**src/rtl/float16_sub_pipe.sv**
```systemverilog
// Three-stage binary16 subtractor (a - b, round-to-nearest-even) with a valid/ready
// handshake and a pass-through tag; special operands bypass the arithmetic path.
module float16_sub_pipe #(
    parameter int TAG_W     = 4,
    parameter int FLOAT_LEN = 16
) (
    input  logic                 clk,
    input  logic                 rst_n,
    input  logic                 in_valid,
    output logic                 in_ready,
    input  logic [FLOAT_LEN-1:0] in_a,
    input  logic [FLOAT_LEN-1:0] in_b,
    input  logic [TAG_W-1:0]     in_tag,
    output logic                 out_valid,
    input  logic                 out_ready,
    output logic [FLOAT_LEN-1:0] out_result,
    output logic [TAG_W-1:0]     out_tag,
    output logic [2:0]           out_flags
);

    function automatic logic [4:0] eff_exp(input logic [4:0] e);
        return (e == 5'd0) ? 5'd1 : e;
    endfunction

    function automatic logic [5:0] lzc14(input logic [13:0] v);
        lzc14 = 6'd14;
        for (int i = 0; i < 14; i++)
            if (v[i]) lzc14 = 6'(13 - i);
    endfunction

    // n = {hidden, mantissa[9:0], G, R, S}; returns {overflow, underflow, result}
    function automatic logic [17:0] rne_pack(input logic sign, input logic [5:0] ex,
                                             input logic [13:0] n);
        logic        up;
        logic [11:0] r;
        logic [5:0]  e;
        logic [9:0]  m;
        up = n[2] & (n[1] | n[0] | n[3]);
        r  = {1'b0, n[13:3]} + {11'd0, up};
        if (r[11]) begin
            e = ex + 6'd1;
            m = r[10:1];
        end else begin
            e = r[10] ? ex : 6'd0;
            m = r[9:0];
        end
        if (e >= 6'd31)
            rne_pack = {2'b10, sign, 5'h1F, 10'h000};
        else
            rne_pack = {1'b0, (e == 6'd0) & (|n[2:0]), sign, e[4:0], m};
    endfunction

    logic        advance;
    logic        vld_p0, vld_p1, vld_p2;

    logic        swap_c, sign_c, sub_c, spec_c, inv_c;
    logic [14:0] lg_fp_c, sm_fp_c;
    logic [4:0]  lg_exp_c, sm_exp_c, exp_diff_c;
    logic [10:0] sm_sig_c;
    logic [27:0] sm_wide_c;
    logic [13:0] sm_align_c;
    logic [15:0] spec_res_c;
    logic        a_nan, b_nan, a_inf, b_inf;

    logic             sign_p0, sub_p0, spec_p0, inv_p0;
    logic [4:0]       exp_p0;
    logic [13:0]      lg_p0, sm_p0;
    logic [15:0]      spec_res_p0;
    logic [TAG_W-1:0] tag_p0;

    logic [14:0] sum_c;
    logic        sum_sign_c;

    logic             sign_p1, spec_p1, inv_p1;
    logic [4:0]       exp_p1;
    logic [14:0]      sum_p1;
    logic [15:0]      spec_res_p1;
    logic [TAG_W-1:0] tag_p1;

    logic [5:0]  lz_c, shamt_c, nexp_c;
    logic [13:0] norm_c;
    logic [17:0] packed_c;
    logic [15:0] res_c;
    logic [2:0]  flags_c;

    logic [15:0]      result_p2;
    logic [TAG_W-1:0] tag_p2;
    logic [2:0]       flags_p2;

    assign advance    = ~vld_p2 | out_ready;
    assign in_ready   = advance;
    assign out_valid  = vld_p2;
    assign out_result = result_p2;
    assign out_tag    = tag_p2;
    assign out_flags  = flags_p2;

    // Stage 1: unpack, order by magnitude, align the smaller operand, classify specials
    always_comb begin
        swap_c     = in_b[14:0] > in_a[14:0];
        lg_fp_c    = swap_c ? in_b[14:0] : in_a[14:0];
        sm_fp_c    = swap_c ? in_a[14:0] : in_b[14:0];
        sign_c     = swap_c ? ~in_b[15] : in_a[15];
        sub_c      = in_a[15] ^ ~in_b[15];
        lg_exp_c   = eff_exp(lg_fp_c[14:10]);
        sm_exp_c   = eff_exp(sm_fp_c[14:10]);
        exp_diff_c = lg_exp_c - sm_exp_c;
        sm_sig_c   = {|sm_fp_c[14:10], sm_fp_c[9:0]};
        sm_wide_c  = {sm_sig_c, 3'b000, 14'd0} >> exp_diff_c;
        if (exp_diff_c >= 5'd14)
            sm_align_c = {13'd0, |sm_sig_c};
        else
            sm_align_c = {sm_wide_c[27:15], sm_wide_c[14] | (|sm_wide_c[13:0])};

        a_nan      = (&in_a[14:10]) & (|in_a[9:0]);
        b_nan      = (&in_b[14:10]) & (|in_b[9:0]);
        a_inf      = (&in_a[14:10]) & ~(|in_a[9:0]);
        b_inf      = (&in_b[14:10]) & ~(|in_b[9:0]);
        spec_c     = a_nan | b_nan | a_inf | b_inf;
        inv_c      = 1'b0;
        spec_res_c = 16'h7E00;
        if (a_nan | b_nan)
            spec_res_c = 16'h7E00;
        else if (a_inf & b_inf & (in_a[15] == in_b[15]))
            inv_c = 1'b1;
        else if (a_inf)
            spec_res_c = in_a;
        else if (b_inf)
            spec_res_c = {~in_b[15], in_b[14:0]};
    end

    // Stage 2: magnitude add or subtract; an exact cancellation yields +0
    always_comb begin
        if (sub_p0)
            sum_c = {1'b0, lg_p0} - {1'b0, sm_p0};
        else
            sum_c = {1'b0, lg_p0} + {1'b0, sm_p0};
        sum_sign_c = (sub_p0 && sum_c == 15'd0) ? 1'b0 : sign_p0;
    end

    // Stage 3: normalize (left shift clamped at exponent 1 for subnormals) and round
    always_comb begin
        lz_c = lzc14(sum_p1[13:0]);
        if (sum_p1[14]) begin
            shamt_c = 6'd0;
            norm_c  = {sum_p1[14:2], sum_p1[1] | sum_p1[0]};
            nexp_c  = {1'b0, exp_p1} + 6'd1;
        end else begin
            shamt_c = (lz_c < {1'b0, exp_p1}) ? lz_c : {1'b0, exp_p1} - 6'd1;
            norm_c  = sum_p1[13:0] << shamt_c;
            nexp_c  = {1'b0, exp_p1} - shamt_c;
        end
        packed_c = rne_pack(sign_p1, nexp_c, norm_c);
        if (spec_p1) begin
            res_c   = spec_res_p1;
            flags_c = {inv_p1, 2'b00};
        end else begin
            res_c   = packed_c[15:0];
            flags_c = {1'b0, packed_c[17:16]};
        end
    end

    always_ff @(posedge clk) begin
        if (advance) begin
            sign_p0     <= sign_c;
            sub_p0      <= sub_c;
            spec_p0     <= spec_c;
            inv_p0      <= inv_c;
            exp_p0      <= lg_exp_c;
            lg_p0       <= {|lg_fp_c[14:10], lg_fp_c[9:0], 3'b000};
            sm_p0       <= sm_align_c;
            spec_res_p0 <= spec_res_c;
            tag_p0      <= in_tag;

            sign_p1     <= sum_sign_c;
            spec_p1     <= spec_p0;
            inv_p1      <= inv_p0;
            exp_p1      <= exp_p0;
            sum_p1      <= sum_c;
            spec_res_p1 <= spec_res_p0;
            tag_p1      <= tag_p0;
        end
    end

    always_ff @(posedge clk or negedge rst_n) begin
        if (!rst_n) begin
            vld_p0    <= 1'b0;
            vld_p1    <= 1'b0;
            vld_p2    <= 1'b0;
            result_p2 <= 16'h0000;
            tag_p2    <= '0;
            flags_p2  <= 3'b000;
        end else if (advance) begin
            vld_p0    <= in_valid;
            vld_p1    <= vld_p0;
            vld_p2    <= vld_p1;
            result_p2 <= res_c;
            tag_p2    <= tag_p1;
            flags_p2  <= flags_c;
        end
    end

endmodule

```
**config.mk**
```make
export PLATFORM = sky130hd
export DESIGN_NAME = float16_sub_pipe
export DESIGN_NICKNAME = d
export VERILOG_FILES = /design/src/rtl/float16_sub_pipe.sv
export SDC_FILE = /design/constraint.sdc
export NUM_CORES = 1
export LEC_CHECK = 0
export CAP_MARGIN = 30
export CORE_UTILIZATION = 60
export CTS_CLUSTER_DIAMETER = 50
export CTS_CLUSTER_SIZE = 30
export DETAILED_ROUTE_END_ITERATION = 6
export PLACE_DENSITY_LB_ADDON = 0.15
export REMOVE_ABC_BUFFERS = 1
export SKIP_CTS_REPAIR_TIMING = 1
export SLEW_MARGIN = 10
export SYNTH_ARGS = -nofsm -noshare
export SYNTH_HDL_FRONTEND = slang
export SYNTH_SLANG_ARGS = --single-unit
```
**constraint.sdc**
```tcl
create_clock -name clk -period 9.3 [get_ports clk]
set_input_delay 1.395 -clock clk [delete_from_list [all_inputs] [get_ports clk]]
set_output_delay 1.395 -clock clk [all_outputs]
set_load 0.05 [all_outputs]
```
; ---- Word level (Yosys, flattened, before mapping)
; Index checks and enable logic that the tools add are counted.
; Widths: inputs -> output; s select.
[word_totals]
ff_bits = 123
input_bits = 40
output_inout_bits = 25
wordCells = 107
[op_classes]
add_sub_neg = 8
n_lt_le_gt_ge = 4
eq_ne = 1
n_shift = 2
mux = 33
bitwise = 21
reduce_logical = 15
[ops]
columns = operator, n
row1 = $mux 6, 17
row2 = $mux 16, 3
row3 = $mux 15, 3
row4 = $shr 28x5->28, 1
row5 = $reduce_or 10->1, 2
row6 = $mux 18, 1
row7 = $add 14x14->15, 1
row8 = $gt 15x15->1, 1
row9 = $logic_not 15->1, 1
row10 = $reduce_or 15->1, 1
row11 = $sub 14x14->15, 1
row12 = $mux 14, 1
row13 = $reduce_or 14->1, 1
row14 = $shl 14x6->14, 1
row15 = $add 11x1->12, 1
row16 = $logic_not 5->1, 2
row17 = $mux 10, 1
row18 = $mux 5, 2
row19 = $reduce_and 5->1, 2
row20 = $reduce_or 5->1, 2
row21 = $and 1x1->1, 8
row22 = $or 1x1->1, 8
row23 = $add 5x1->6 const B, 1
row24 = $add 6x1->6 const B, 1
row25 = 16 further kinds, 21

; ---- Depth between registers and ports, before layout
[depth]
depth_word = 28
depth_mapped = 27
ltp_nobuf = 24

; ---- Worst setup path after synthesis
; Ideal clock, no wire load.
[synth_path]
path_kind = in2reg
start = in in_a[1]
end = reg sm_p0[0], data pin
setup_time_ps = 264
t_arrival_ps = 6998
required_time_ps = 9036
setup_slack_ps = 2038
path_stages = 24
n_path_buf = 3
cell_sequence = inv_1 > ha_1 > nor2b_1 > o21a_1 > o21a_1 > o21a_1 > o21ai_0 > nand2b_1 > a2111oi_0 > or2_2 > clkbuf_1 > clkbuf_1 > mux2_2 > or4_1 > nor2_1 > nor2_1 > ha_1 > clkbuf_1 > inv_2 > mux4_2 > mux4_2 > nor2_1 > a41o_1 > a21oi_1
[synth_between]
elab_chain_len = 9
word_cells_on_any_way = 15
classes_between = 1 x add/sub / 2 x order compare / 1 x shift / 5 x mux / 1 x bitwise / 5 x reduce/logical
[synth_lines]
columns = element, line_no
row1 = from (decl), 11  ; input logic [FLOAT_LEN-1:0] in_a,
row2 = $gt 15x15->1 *, 99  ; swap_c = in_b[14:0] > in_a[14:0];
row3 = $mux 15 *, 100  ; lg_fp_c = swap_c ? in_b[14:0] : in_a[14:0];
row4 = $logic_not 5->1, 22  ; return (e == 5'd0) ? 5'd1 : e;
row5 = $mux 5 *, 22
row6 = via lg_exp_c[1], 58  ; logic [4:0] lg_exp_c, sm_exp_c, exp_diff_c;
row7 = $sub 5x5->5 *, 106  ; exp_diff_c = lg_exp_c - sm_exp_c;
row8 = $shr 28x5->28, 108  ; sm_wide_c = {sm_sig_c, 3'b000, 14'd0} >> exp_diff_c;
row9 = $reduce_or 14->1, 112  ; sm_align_c = {sm_wide_c[27:15], sm_wide_c[14] | (|sm_wide_c[13:0])};
row10 = $or 1x1->1, 112
row11 = $mux 1 *, 109  ; if (exp_diff_c >= 5'd14)
row12 = via sm_align_c[0], 61  ; logic [13:0] sm_align_c;
row13 = to (signal assigned), 170  ; sm_p0 <= sm_align_c;
row14 = to (decl), 67  ; logic [13:0] lg_p0, sm_p0;
; Mark *: on every way through the listed nets, which the timed path passes. The rest lies on a longest branch.
; A chain may end at the register's enable or synchronous reset.

; ---- Worst setup path in the final report
; Ends and elaborated chain as after synthesis.

==> impl_metrics.ini <==
[sta]
max_freq_ghz = 0.135
hold_viol = 0
setup-tns-final_ns = 0
max_slew_margin_pct = 33.0
tightestPinTransition_ns = 1.01
fin_skew_ns = 0.00873
rsz0062_at_grt = no
finalSetupViolCount = 0
finalCriticalPeriod_ns = 7.39
fin_crit_sh_pct = 79.4
slew_violations = 0
fin_ws_ns = 1.91

[logic_synthesis]
synth.most_common_cell = nand2_1
avgSynthCellArea_um2 = 9.37
ys.flop_type = edfxtp_1
ys.warnings.count = 0
synth-seq-cells = 123
yosysSeqAreaShare_pct = 38.2
synth-edff-count = 97
synth_area_leaders = edfxtp_1, ha_1, dfrtp_1
synthTopCellsByCount = nand2_1, edfxtp_1, nor2_1
yosysTopAreaCellShare_pct = 31.2
synth_cell_type_count = 97
synth_area_um2 = 9340
async_reset_ff_share_pct = 21.1
synth_cells = 997
synth_top_area_cell = edfxtp_1

[floorplan]
pin_count = 65
num_rows = 45
initial_core_util_pct = 61.4
die_area_um2 = 16100
die_w_um = 127
die_y_um = 127
core_um2 = 15200

[grt]
grt_overflow = 0
antenna_found_initial = 0
grt_util_all_layers_pct = 30.6
grt_pass1_vias = 7709
grt_max_degree = 72
grt_pass1_wl_mm = 38.5

[route]
dr.max_layer_used = met4
wl_met3_mm = 1.22
wirelength_mm = 23.5
drt_iter0_markers = 630
drcViolationCount = 0
drt-pass1-iter-count = 5
post_drt_via_cell_ratio = 6.39
num_vias = 8010
met2_wirelength_mm = 11.5
drtAntennaViolNets = 0
wl_met1_mm = 9.91
avgRoutedWirePerCell_um = 18.7

[worst_setup_path]
path_max_fanout = 12
worstSetupPathType = in -> reg
worst-endpoint-required_ns = 9.44
cp-end-kind = flop
crit_path_start_kind = primary input
rr_worst_depth = 18
max_stage_delay_ns = 0.67
slowest_stage = a2111oi_0
path_cells = clkdlybuf4s50_1 -> inv_1 -> ha_1 -> nor2b_1 -> o21a_1 -> o21a_1 -> o21a_1 -> o21ai_0 -> nand2b_1 -> a2111oi_0 -> or2_2 -> mux2_2 -> or4_1 -> nor2_1 -> nor2_1 -> ha_1 -> inv_2 -> mux4_2 -> mux4_2 -> nor2_1 -> a41o_1 -> a21oi_1
cp.arrival_ns = 7.53

[pwr]
p_leak_nw = 4.29
powerDensity_nw_per_um2 = 383
ir_drop_mv = 0.180

[placed_design]
place_ws_ns = 1.54
port_buffers = 64
detailed_place_hpwl_mm = 17.1
place.gp.congestion = 0.971

[finish]
nets = 1148
n_antenna_cell = 0
drive_gt1_share_pct = 9.67
syn_to_final_growth_pct = 14.6

[clock_network]
numCtsBuffers = 17
cts_tree = yes
path_clk_slew_ns = 0.06
cts_buffer_depth = 2
cts_sinks = 123
h-tree-depth = 4
clk_latency_ns = 0.42
cts_root_buf = clkbuf_16

[outcome]
status = completed

[worst_hold_path]
worstHoldPathType = reg -> reg
hold_depth = 0

[run]
max-cap-violations = 0
stage by stage:
stage	instance area (um2)	hold WS [ns]	total power, mW	std cells	util [%]
6_report	10700	0.414	4.10	1253	70.4
5_1_grt	10700	0.417	4.37	1253	70.4
3_5_place_dp	10100	0.405	3.41	1219	66.4
3_3_place_gp	10100	0.400	3.38	1219	66.4
4_1_cts	10700	0.417	4.06	1251	70.2
2_1_floorplan	9160	0.400	2.76	960	-
flip-flops by register name, indices dropped and copies added (netlist names), 3 cells and up:
| name | flops |
|---|---|
| tag_p1 | 4 |
| out_tag | 4 |
| out_flags | 3 |
| exp_p0 | 5 |
| lg_p0 | 11 |
| sm_p0 | 14 |
| spec_res_p1 | 16 |
| out_result | 16 |
| spec_res_p0 | 16 |
| sum_p1 | 15 |
| tag_p0 | 4 |
| exp_p1 | 5 |
cell families (layout without fill, tap and decap cells):
| logic type | count (synthesis) | in the layout | synth area share, % |
|---|---|---|---|
| flip-flops | 123 | 123 | 38.2 |
| AO/OA/AOI/OAI | 265 | 265 | 20.5 |
| adder cells (fa/ha/maj) | 57 | 57 | 7.85 |
| XOR/XNOR | 31 | 31 | 2.91 |
| AND/OR/NAND/NOR | 361 | 361 | 19.3 |
| multiplexers | 43 | 43 | 6.16 |
| buffers and inverters | 115 | 171 | 5.04 |
| other | 2 | 14 | 0.0804 |
cell usage in the layout (no fill, tap or decap), types with 8 or more instances in the layout:
cell type / netlist / routed
nand2b_1: 15 / 15
a22oi_1: 16 / 16
xnor2_1: 17 / 17
a211oi_1: 11 / 11
nor3_1: 39 / 39
and2_1: 9 / 9
mux2i_1: 17 / 17
clkdlybuf4s50_1: 0 / 64
xor2_1: 14 / 14
a21o_1: 15 / 15
nor2_1: 93 / 93
ha_1: 53 / 53
nor4_1: 17 / 17
mux4_2: 10 / 10
inv_1: 63 / 62
clkbuf_16: 0 / 17
dfrtp_1: 26 / 26
conb_1: 2 / 14
mux2_2: 16 / 16
edfxtp_1: 97 / 97
a31oi_1: 10 / 10
a21oi_1: 72 / 72
o22ai_1: 9 / 9
nand3_1: 24 / 24
a31o_1: 9 / 9
o21ai_0: 32 / 32
nand2_1: 100 / 100
buf_4: 1 / 8
nand4_1: 17 / 17
o211ai_1: 8 / 8
per-layer routing:
layer  track usage [%]  vias up
li1                  -     3816
met1              39.1     3811
met2              52.1      316
met3              4.47       67
met4              13.4        0
met5                 0        -
worst max-delay path, delay by kind of cell:
kind / cells / cell delay, ns
mux: 3 / 1.52
fa+ha+maj: 2 / 0.74
compound gates: 7 / 1.53
simple gates: 7 / 1.46
buf+inv: 3 / 0.89
layout make-up:
type	instances	area, um2
Multi-Input combinational cell	771	5360
Fill cell	1189	4500
Sequential cell	123	3560
Timing Repair Buffer	73	728
Clock buffer	18	429
Inverter	66	250
Tap cell	188	235
Clock inverter	14	135
report_power, final:
group | internal (mW) | total [mW] | switching, mW
Sequential | 0.829 | 1.03 | 0.203
Clock | 0.373 | 0.628 | 0.256
Combinational | 0.912 | 2.44 | 1.52
worst paths after layout:
path	startpoint	endpoint	slack, ns
setup / recovery	in_a[1]	sm_p0[0]$_DFFE_PP_	1.91
hold / removal	spec_res_p0[4]$_SDFFCE_PP0P_	spec_res_p1[4]$_DFFE_PP_	0.41
setup reg to reg	sum_p1[8]$_DFFE_PP_	out_flags[0]$_DFFE_PN0P_	2.30
hold reg to reg	spec_res_p0[4]$_SDFFCE_PP0P_	spec_res_p1[4]$_DFFE_PP_	0.41
max in group asynchronous	rst_n	out_result[15]$_DFFE_PN0P_	7.69
min in group asynchronous	rst_n	out_result[10]$_DFFE_PN0P_	1.34
Power figures use the tool's default switching activity.
